**src/rtl/subband_sample_scheduler_if.sv**
```systemverilog
// Scheduler bus: IMDCT sample input, granule BRAM port, filterbank vector output.
// The scheduler takes the slave side; the BRAM and its neighbours take the master side.
interface subband_sample_scheduler_if #(
    parameter int DATA_W = 32,
    parameter int NUM_SB = 32
);
    logic [DATA_W-1:0]        in_data;
    logic                     in_valid;
    logic                     in_ready;
    logic [10:0]              ram_addr;
    logic                     ram_we;
    logic [DATA_W-1:0]        ram_din;
    logic [DATA_W-1:0]        ram_dout;
    logic [NUM_SB*DATA_W-1:0] out_data;
    logic [4:0]               out_ss;
    logic                     out_last;
    logic                     out_valid;
    logic                     out_ready;

    modport slave (
        input  in_data, in_valid, ram_dout, out_ready,
        output in_ready, ram_addr, ram_we, ram_din,
        output out_data, out_ss, out_last, out_valid
    );

    modport master (
        output in_data, in_valid, ram_dout, out_ready,
        input  in_ready, ram_addr, ram_we, ram_din,
        input  out_data, out_ss, out_last, out_valid
    );
endinterface

```
**src/rtl/subband_sample_scheduler.sv**
```systemverilog
// Ping-pong granule BRAM scheduler between the IMDCT writer and the synthesis filterbank.
// Optional: define SUBBAND_SCHED_FREQ_INV_EN to negate odd-sb lanes of odd-ss vectors.
module subband_sample_scheduler #(
    parameter int DATA_W  = 32,
    parameter int NUM_SB  = 32,
    parameter int NUM_SS  = 18,
    parameter int RAM_LAT = 2
) (
    input logic                       clk,
    input logic                       rst_n,
    subband_sample_scheduler_if.slave bus
);
    localparam int BANK_SZ = NUM_SB * NUM_SS;
    localparam int SB_W    = $clog2(NUM_SB);
    localparam int CNT_W   = $clog2(BANK_SZ);

    localparam logic [1:0] B_EMPTY = 2'd0;
    localparam logic [1:0] B_FILL  = 2'd1;
    localparam logic [1:0] B_FULL  = 2'd2;
    localparam logic [1:0] B_DRAIN = 2'd3;

    localparam logic [1:0] S_IDLE    = 2'd0;
    localparam logic [1:0] S_GATHER  = 2'd1;
    localparam logic [1:0] S_FLUSH   = 2'd2;
    localparam logic [1:0] S_PRESENT = 2'd3;

    localparam logic [RAM_LAT-1:0] LAST_MSK = RAM_LAT'(1) << (RAM_LAT - 1);

    logic [1:0]               r_bank_st [2];
    logic                     r_wr_bank;
    logic                     r_rd_bank;
    logic [CNT_W-1:0]         r_wr_cnt;
    logic [1:0]               r_state;
    logic [SB_W-1:0]          r_sb;
    logic [4:0]               r_ss;
    logic [RAM_LAT-1:0]       r_tag_v;
    logic [SB_W-1:0]          r_tag_sb [RAM_LAT];
    logic [NUM_SB*DATA_W-1:0] r_out_data;
    logic                     r_out_valid;

    logic [1:0]        w_bank_nx [2];
    logic              w_in_ready;
    logic              w_wr;
    logic              w_wr_done;
    logic              w_rd;
    logic              w_rd_take;
    logic              w_rd_free;
    logic              w_ss_last;
    logic              w_pipe_busy;
    logic [10:0]       w_wr_addr;
    logic [10:0]       w_rd_addr;
    logic [DATA_W-1:0] w_lane;

    assign w_in_ready = (r_bank_st[r_wr_bank] == B_EMPTY) ||
                        (r_bank_st[r_wr_bank] == B_FILL);
    assign w_wr       = bus.in_valid & w_in_ready & rst_n;
    assign w_wr_done  = w_wr && (r_wr_cnt == CNT_W'(BANK_SZ - 1));
    assign w_ss_last  = (r_ss == 5'(NUM_SS - 1));
    // Writer owns the port whenever it has data; reads fill the gaps.
    assign w_rd       = (r_state == S_GATHER) && !w_wr;
    assign w_rd_take  = (r_state == S_IDLE) && (r_bank_st[r_rd_bank] == B_FULL);
    assign w_rd_free  = (r_state == S_PRESENT) && bus.out_ready && w_ss_last;
    assign w_pipe_busy = |(r_tag_v & ~LAST_MSK);

    assign w_wr_addr = (r_wr_bank ? 11'(BANK_SZ) : 11'd0) + 11'(r_wr_cnt);
    assign w_rd_addr = (r_rd_bank ? 11'(BANK_SZ) : 11'd0) +
                       11'(r_sb) * 11'(NUM_SS) + 11'(r_ss);

`ifdef SUBBAND_SCHED_FREQ_INV_EN
    assign w_lane = (r_tag_sb[RAM_LAT-1][0] & r_ss[0]) ?
                    (DATA_W'(0) - bus.ram_dout) : bus.ram_dout;
`else
    assign w_lane = bus.ram_dout;
`endif

    assign bus.in_ready  = w_in_ready;
    assign bus.ram_we    = w_wr;
    assign bus.ram_din   = w_wr ? bus.in_data : '0;
    assign bus.ram_addr  = w_wr ? w_wr_addr : (w_rd ? w_rd_addr : 11'd0);
    assign bus.out_data  = r_out_data;
    assign bus.out_ss    = r_ss;
    assign bus.out_last  = r_out_valid & w_ss_last;
    assign bus.out_valid = r_out_valid;

    // Writer and reader only ever touch different banks, so both updates may land together.
    always_comb begin
        w_bank_nx[0] = r_bank_st[0];
        w_bank_nx[1] = r_bank_st[1];
        if (w_rd_take) w_bank_nx[r_rd_bank] = B_DRAIN;
        if (w_rd_free) w_bank_nx[r_rd_bank] = B_EMPTY;
        if (w_wr)      w_bank_nx[r_wr_bank] = w_wr_done ? B_FULL : B_FILL;
    end

    always_ff @(posedge clk or negedge rst_n) begin
        if (!rst_n) begin
            r_bank_st[0] <= B_EMPTY;
            r_bank_st[1] <= B_EMPTY;
            r_wr_bank    <= 1'b0;
            r_wr_cnt     <= '0;
        end else begin
            r_bank_st[0] <= w_bank_nx[0];
            r_bank_st[1] <= w_bank_nx[1];
            if (w_wr_done) begin
                r_wr_cnt  <= '0;
                r_wr_bank <= ~r_wr_bank;
            end else if (w_wr) begin
                r_wr_cnt <= r_wr_cnt + 1'b1;
            end
        end
    end

    // Tag pipe tracks which lane each in-flight read belongs to.
    always_ff @(posedge clk or negedge rst_n) begin
        if (!rst_n) begin
            r_tag_v    <= '0;
            r_out_data <= '0;
            for (int k = 0; k < RAM_LAT; k++) r_tag_sb[k] <= '0;
        end else begin
            r_tag_v[0]  <= w_rd;
            r_tag_sb[0] <= r_sb;
            for (int k = RAM_LAT - 1; k > 0; k--) begin
                r_tag_v[k]  <= r_tag_v[k-1];
                r_tag_sb[k] <= r_tag_sb[k-1];
            end
            if (r_tag_v[RAM_LAT-1])
                r_out_data[r_tag_sb[RAM_LAT-1]*DATA_W +: DATA_W] <= w_lane;
        end
    end

    always_ff @(posedge clk or negedge rst_n) begin
        if (!rst_n) begin
            r_state     <= S_IDLE;
            r_rd_bank   <= 1'b0;
            r_sb        <= '0;
            r_ss        <= '0;
            r_out_valid <= 1'b0;
        end else begin
            unique case (r_state)
                S_IDLE: if (w_rd_take) begin
                    r_ss    <= '0;
                    r_sb    <= '0;
                    r_state <= S_GATHER;
                end
                S_GATHER: if (w_rd) begin
                    if (r_sb == SB_W'(NUM_SB - 1)) begin
                        r_sb    <= '0;
                        r_state <= S_FLUSH;
                    end else begin
                        r_sb <= r_sb + 1'b1;
                    end
                end
                // Raise valid on the edge that captures the final lane.
                S_FLUSH: if (!w_pipe_busy) begin
                    r_out_valid <= 1'b1;
                    r_state     <= S_PRESENT;
                end
                S_PRESENT: if (bus.out_ready) begin
                    r_out_valid <= 1'b0;
                    if (w_ss_last) begin
                        r_rd_bank <= ~r_rd_bank;
                        r_state   <= S_IDLE;
                    end else begin
                        r_ss    <= r_ss + 1'b1;
                        r_state <= S_GATHER;
                    end
                end
                default: r_state <= S_IDLE;
            endcase
        end
    end
endmodule

```
**src/flat_wrapper.sv**
```systemverilog
// flat-port wrapper written by rule: the top's interface ports become plain ports
module subband_sample_scheduler_flat 
#(
    parameter int DATA_W  = 32,
    parameter int NUM_SB  = 32,
    parameter int NUM_SS  = 18,
    parameter int RAM_LAT = 2
)
  (clk, rst_n, bus_in_data, bus_in_valid, bus_ram_dout, bus_out_ready, bus_in_ready, bus_ram_addr, bus_ram_we, bus_ram_din, bus_out_data, bus_out_ss, bus_out_last, bus_out_valid);
  subband_sample_scheduler_if #(.DATA_W(DATA_W), .NUM_SB(NUM_SB)) bus_i ();
  input logic clk;
  input logic rst_n;
  input wire logic [$bits(bus_i.in_data)-1:0] bus_in_data;
  input wire logic [$bits(bus_i.in_valid)-1:0] bus_in_valid;
  input wire logic [$bits(bus_i.ram_dout)-1:0] bus_ram_dout;
  input wire logic [$bits(bus_i.out_ready)-1:0] bus_out_ready;
  output wire logic [$bits(bus_i.in_ready)-1:0] bus_in_ready;
  output wire logic [$bits(bus_i.ram_addr)-1:0] bus_ram_addr;
  output wire logic [$bits(bus_i.ram_we)-1:0] bus_ram_we;
  output wire logic [$bits(bus_i.ram_din)-1:0] bus_ram_din;
  output wire logic [$bits(bus_i.out_data)-1:0] bus_out_data;
  output wire logic [$bits(bus_i.out_ss)-1:0] bus_out_ss;
  output wire logic [$bits(bus_i.out_last)-1:0] bus_out_last;
  output wire logic [$bits(bus_i.out_valid)-1:0] bus_out_valid;
  assign bus_i.in_data = bus_in_data;
  assign bus_i.in_valid = bus_in_valid;
  assign bus_i.ram_dout = bus_ram_dout;
  assign bus_i.out_ready = bus_out_ready;
  assign bus_in_ready = bus_i.in_ready;
  assign bus_ram_addr = bus_i.ram_addr;
  assign bus_ram_we = bus_i.ram_we;
  assign bus_ram_din = bus_i.ram_din;
  assign bus_out_data = bus_i.out_data;
  assign bus_out_ss = bus_i.out_ss;
  assign bus_out_last = bus_i.out_last;
  assign bus_out_valid = bus_i.out_valid;
  subband_sample_scheduler #(.DATA_W(DATA_W), .NUM_SB(NUM_SB), .NUM_SS(NUM_SS), .RAM_LAT(RAM_LAT)) u_core (.clk(clk), .rst_n(rst_n), .bus(bus_i));
endmodule
```
**config.mk**
```make
export PLATFORM = sky130hd
export DESIGN_NAME = subband_sample_scheduler_flat
export DESIGN_NICKNAME = d
export VERILOG_FILES = /design/src/rtl/subband_sample_scheduler_if.sv /design/src/rtl/subband_sample_scheduler.sv /design/src/flat_wrapper.sv
export SDC_FILE = /design/constraint.sdc
export NUM_CORES = 2
export LEC_CHECK = 0
export CAP_MARGIN = 10
export CORE_AREA = 2 2 448 450
export CTS_CLUSTER_DIAMETER = 60
export DETAILED_ROUTE_END_ITERATION = 10
export DIE_AREA = 0 0 450 452
export PLACE_DENSITY = 0.52
export SYNTH_ARGS = -nofsm -noshare
export SYNTH_HDL_FRONTEND = slang
export SYNTH_SLANG_ARGS = --single-unit
```
**constraint.sdc**
```tcl
create_clock -name clk -period 4 [get_ports clk]
set_clock_uncertainty 0.05 [all_clocks]
set_input_delay 0.4 -clock clk [delete_from_list [all_inputs] [get_ports clk]]
set_output_delay 0.4 -clock clk [all_outputs]
set_load 0.05 [all_outputs]
```
==> flow_metrics.tcl <==
set metrics [dict create \
    cp_max_fo 5 \
    initial_core_util 0.233 \
    maxCapViolCount 0 \
    yosysSeqAreaShare 0.575 \
    synth_common_cells "dfrtp_1 (1065), mux2_2 (666), inv_1 (289)" \
    setup_viol 0 \
    fin_ws_ns 0.132 \
    syn_inst 3869 \
    vias 36100 \
    period_needed_ns 3.87 \
    cts_buffer_depth 3 \
    hp-class "in2reg" \
    cp-end-kind "primary output" \
    clock.fmax_mhz 259 \
    die_area_mm2 0.203 \
    critPathLaunchType "flip-flop" \
    grt_pass1_vias 36600 \
    fin_crit_sh 0.967 \
    syn_avg_cell_area_um2 12.0 \
    status "completed" \
    dp.cells 7505 \
    syn_nets 3964 \
    fill_cells 20100 \
    grt.total_usage 0.225 \
    viasPerCell 4.64 \
    finalNetCount 5095 \
    port_buffers 1143 \
    synth_top_area_share 0.575 \
    drv_slew 0 \
    pre_cts_slack_ns 0.144 \
    area_growth_pct 43.1 \
    h-tree-depth 4 \
    dr.pass1.iters 6 \
    totalWireLength_um 236000 \
    async_flop_share 1.00 \
    setup_tns_ns 0 \
    p_total_w 0.0247 \
    hpwlAfterDp_um 169000 \
    synth.area.top_cells "dfrtp_1 (57%), mux2_2 (16%), mux2i_1 (5.8%)" \
    rsz0062_at_grt "false" \
    die_h_um 452 \
    hold_ws_ns 0.112 \
    ant_nets 0 \
    worstMarginPinSlew_ns 1.10 \
    hold_violations 0 \
    syn-cell-area_mm2 0.0464 \
    drt_iter0_drc 2843 \
    cts-root-buf "clkbuf_16" \
    drive_gt1_frac 0.230 \
    clkSinkCount 1065 \
    synthFlopType "dfrtp_1" \
    irDropWorstVdd_uv 416 \
    clk_pin_slew_worst_paths_ns 0.06 \
    die-width_um 450 \
    clock_latency_ns 0.80 \
    synth_warnings 0 \
    rows 164 \
    grt_max_degree 172 \
    grt_pass1_wl_um 319000 \
    antenna_found_initial 27 \
    overflow 0 \
    max-slew-margin-rel 0.265 \
    worst-setup-path-type "reg2out" \
    leakagePower_nw 30.3 \
    ioPinCount 1144 \
    crit_required_ns 3.55 \
    critPathArrivalTime_ns 3.42 \
    synth.ff_latch_count 1065 \
    place_congestion 0.877 \
    powerDensity_mw_per_mm2 373 \
    drc 0 \
    synth_edf_count 0 \
    numCtsBuffers 142 \
    core_mm2 0.199 \
    layout.cells.non_filler 7779 \
    wl_per_cell_um 30.4 \
    synth.most_common_cell "dfrtp_1" \
    yosys.area.top_type "dfrtp_1" \
    synth_cell_type_count 67 \
    cts_tree "done" \
]
flip-flops by register name (all words and copies together) (netlist names):
register              flops
u_core.r_tag_v            2
u_core.r_wr_cnt          10
u_core.bus.out_ss         5
u_core.r_bank_st          4
u_core.bus.out_valid      1
u_core.r_wr_bank          1
u_core.r_tag_sb          10
u_core.r_state            2
u_core.r_rd_bank          1
u_core.bus.out_data    1024
u_core.r_sb               5
path summary, 6_finish.rpt:
path                                          startpoint                       end  slack, ns  depth (start not counted)
worst max-delay path                      u_core.r_sb[1]          bus_ram_addr[10]       0.13                          8
worst min-delay path                    bus_ram_dout[24]  u_core.bus.out_data[344]       0.11                          4
worst max register to register        u_core.r_tag_sb[0]  u_core.bus.out_data[606]       0.37                         10
worst min register to register  u_core.bus.out_data[178]  u_core.bus.out_data[178]       0.44                          1
max in group asynchronous                          rst_n  u_core.bus.out_data[424]       1.58                          4
min in group asynchronous                          rst_n  u_core.bus.out_data[761]       0.13                          2
cells by family (layout without fill, tap and decap cells):
group           after synthesis  in the layout  share of synthesized area
xor+xnor                     16             16                    0.00302
other cells                   0              8                          0
simple gates                995            995                      0.107
compound gates              200            200                     0.0271
buf+inv                     599           1845                     0.0528
flops                      1065           1065                      0.575
fa+ha+maj                    27             27                    0.00761
mux                         967            967                      0.228
final cells by class:
type,count,area [um2],share of cell area
repair buffers,1297,12900,0.195
clock inverters,49,536,0.00808
well taps,2656,3320,0.0501
multi-input cells,2205,17600,0.265
flip-flops and latches,1065,26700,0.402
inverters,289,1080,0.0164
clock buffers,210,4220,0.0636
diodes,8,20.0,0.000302
through the flow:
step / cell area [um2] / utilization
after floorplan: 46400 / -
after global placement: 61400 / 0.309
after detailed placement: 61400 / 0.309
after CTS: 66300 / 0.334
after global routing: 66300 / 0.334
final: 66300 / 0.334
cells in the final DEF (no fill, tap or decap), types with 91 or more instances in the layout:
cell and count:
clkbuf_16 147, nand2_1 263, clkdlybuf4s50_1 1069, inv_1 289, buf_4 151, nor2_1 212
nand4_1 91, mux2i_1 269, nor3_1 94, dfrtp_1 1060, mux2_2 666, and3_1 187
power by group:
group	internal [W]	total, W	switching, W
clock	0.00765	0.0130	0.00535
combinational	0.000191	0.000909	0.000719
sequential	0.0108	0.0108	0.0000355
layer usage:
metal	vias up	track usage	routed length (um)
li1	15500	-	-
met1	18800	0.277	95600
met2	1382	0.381	117000
met3	362	0.0448	13400
met4	0	0.101	10600
met5	-	0	0
critical path, stage by stage, from the launching register on:
cell,delay [ns]
dfrtp_2,0.42
ha_1,0.30
ha_2,0.19
fa_1,0.52
ha_4,0.22
a21o_1,0.19
and4_4,0.19
a221o_1,0.39
buf_12,0.18
repair_timing:
item,CTS,global route
hold buffers,3,0
setup buffers,4,0
resized for setup,10,4
setup endpoints to repair,5,13
hold endpoints to repair,58,0
pin swaps,2,2
(Power assumes the default switching activity.)
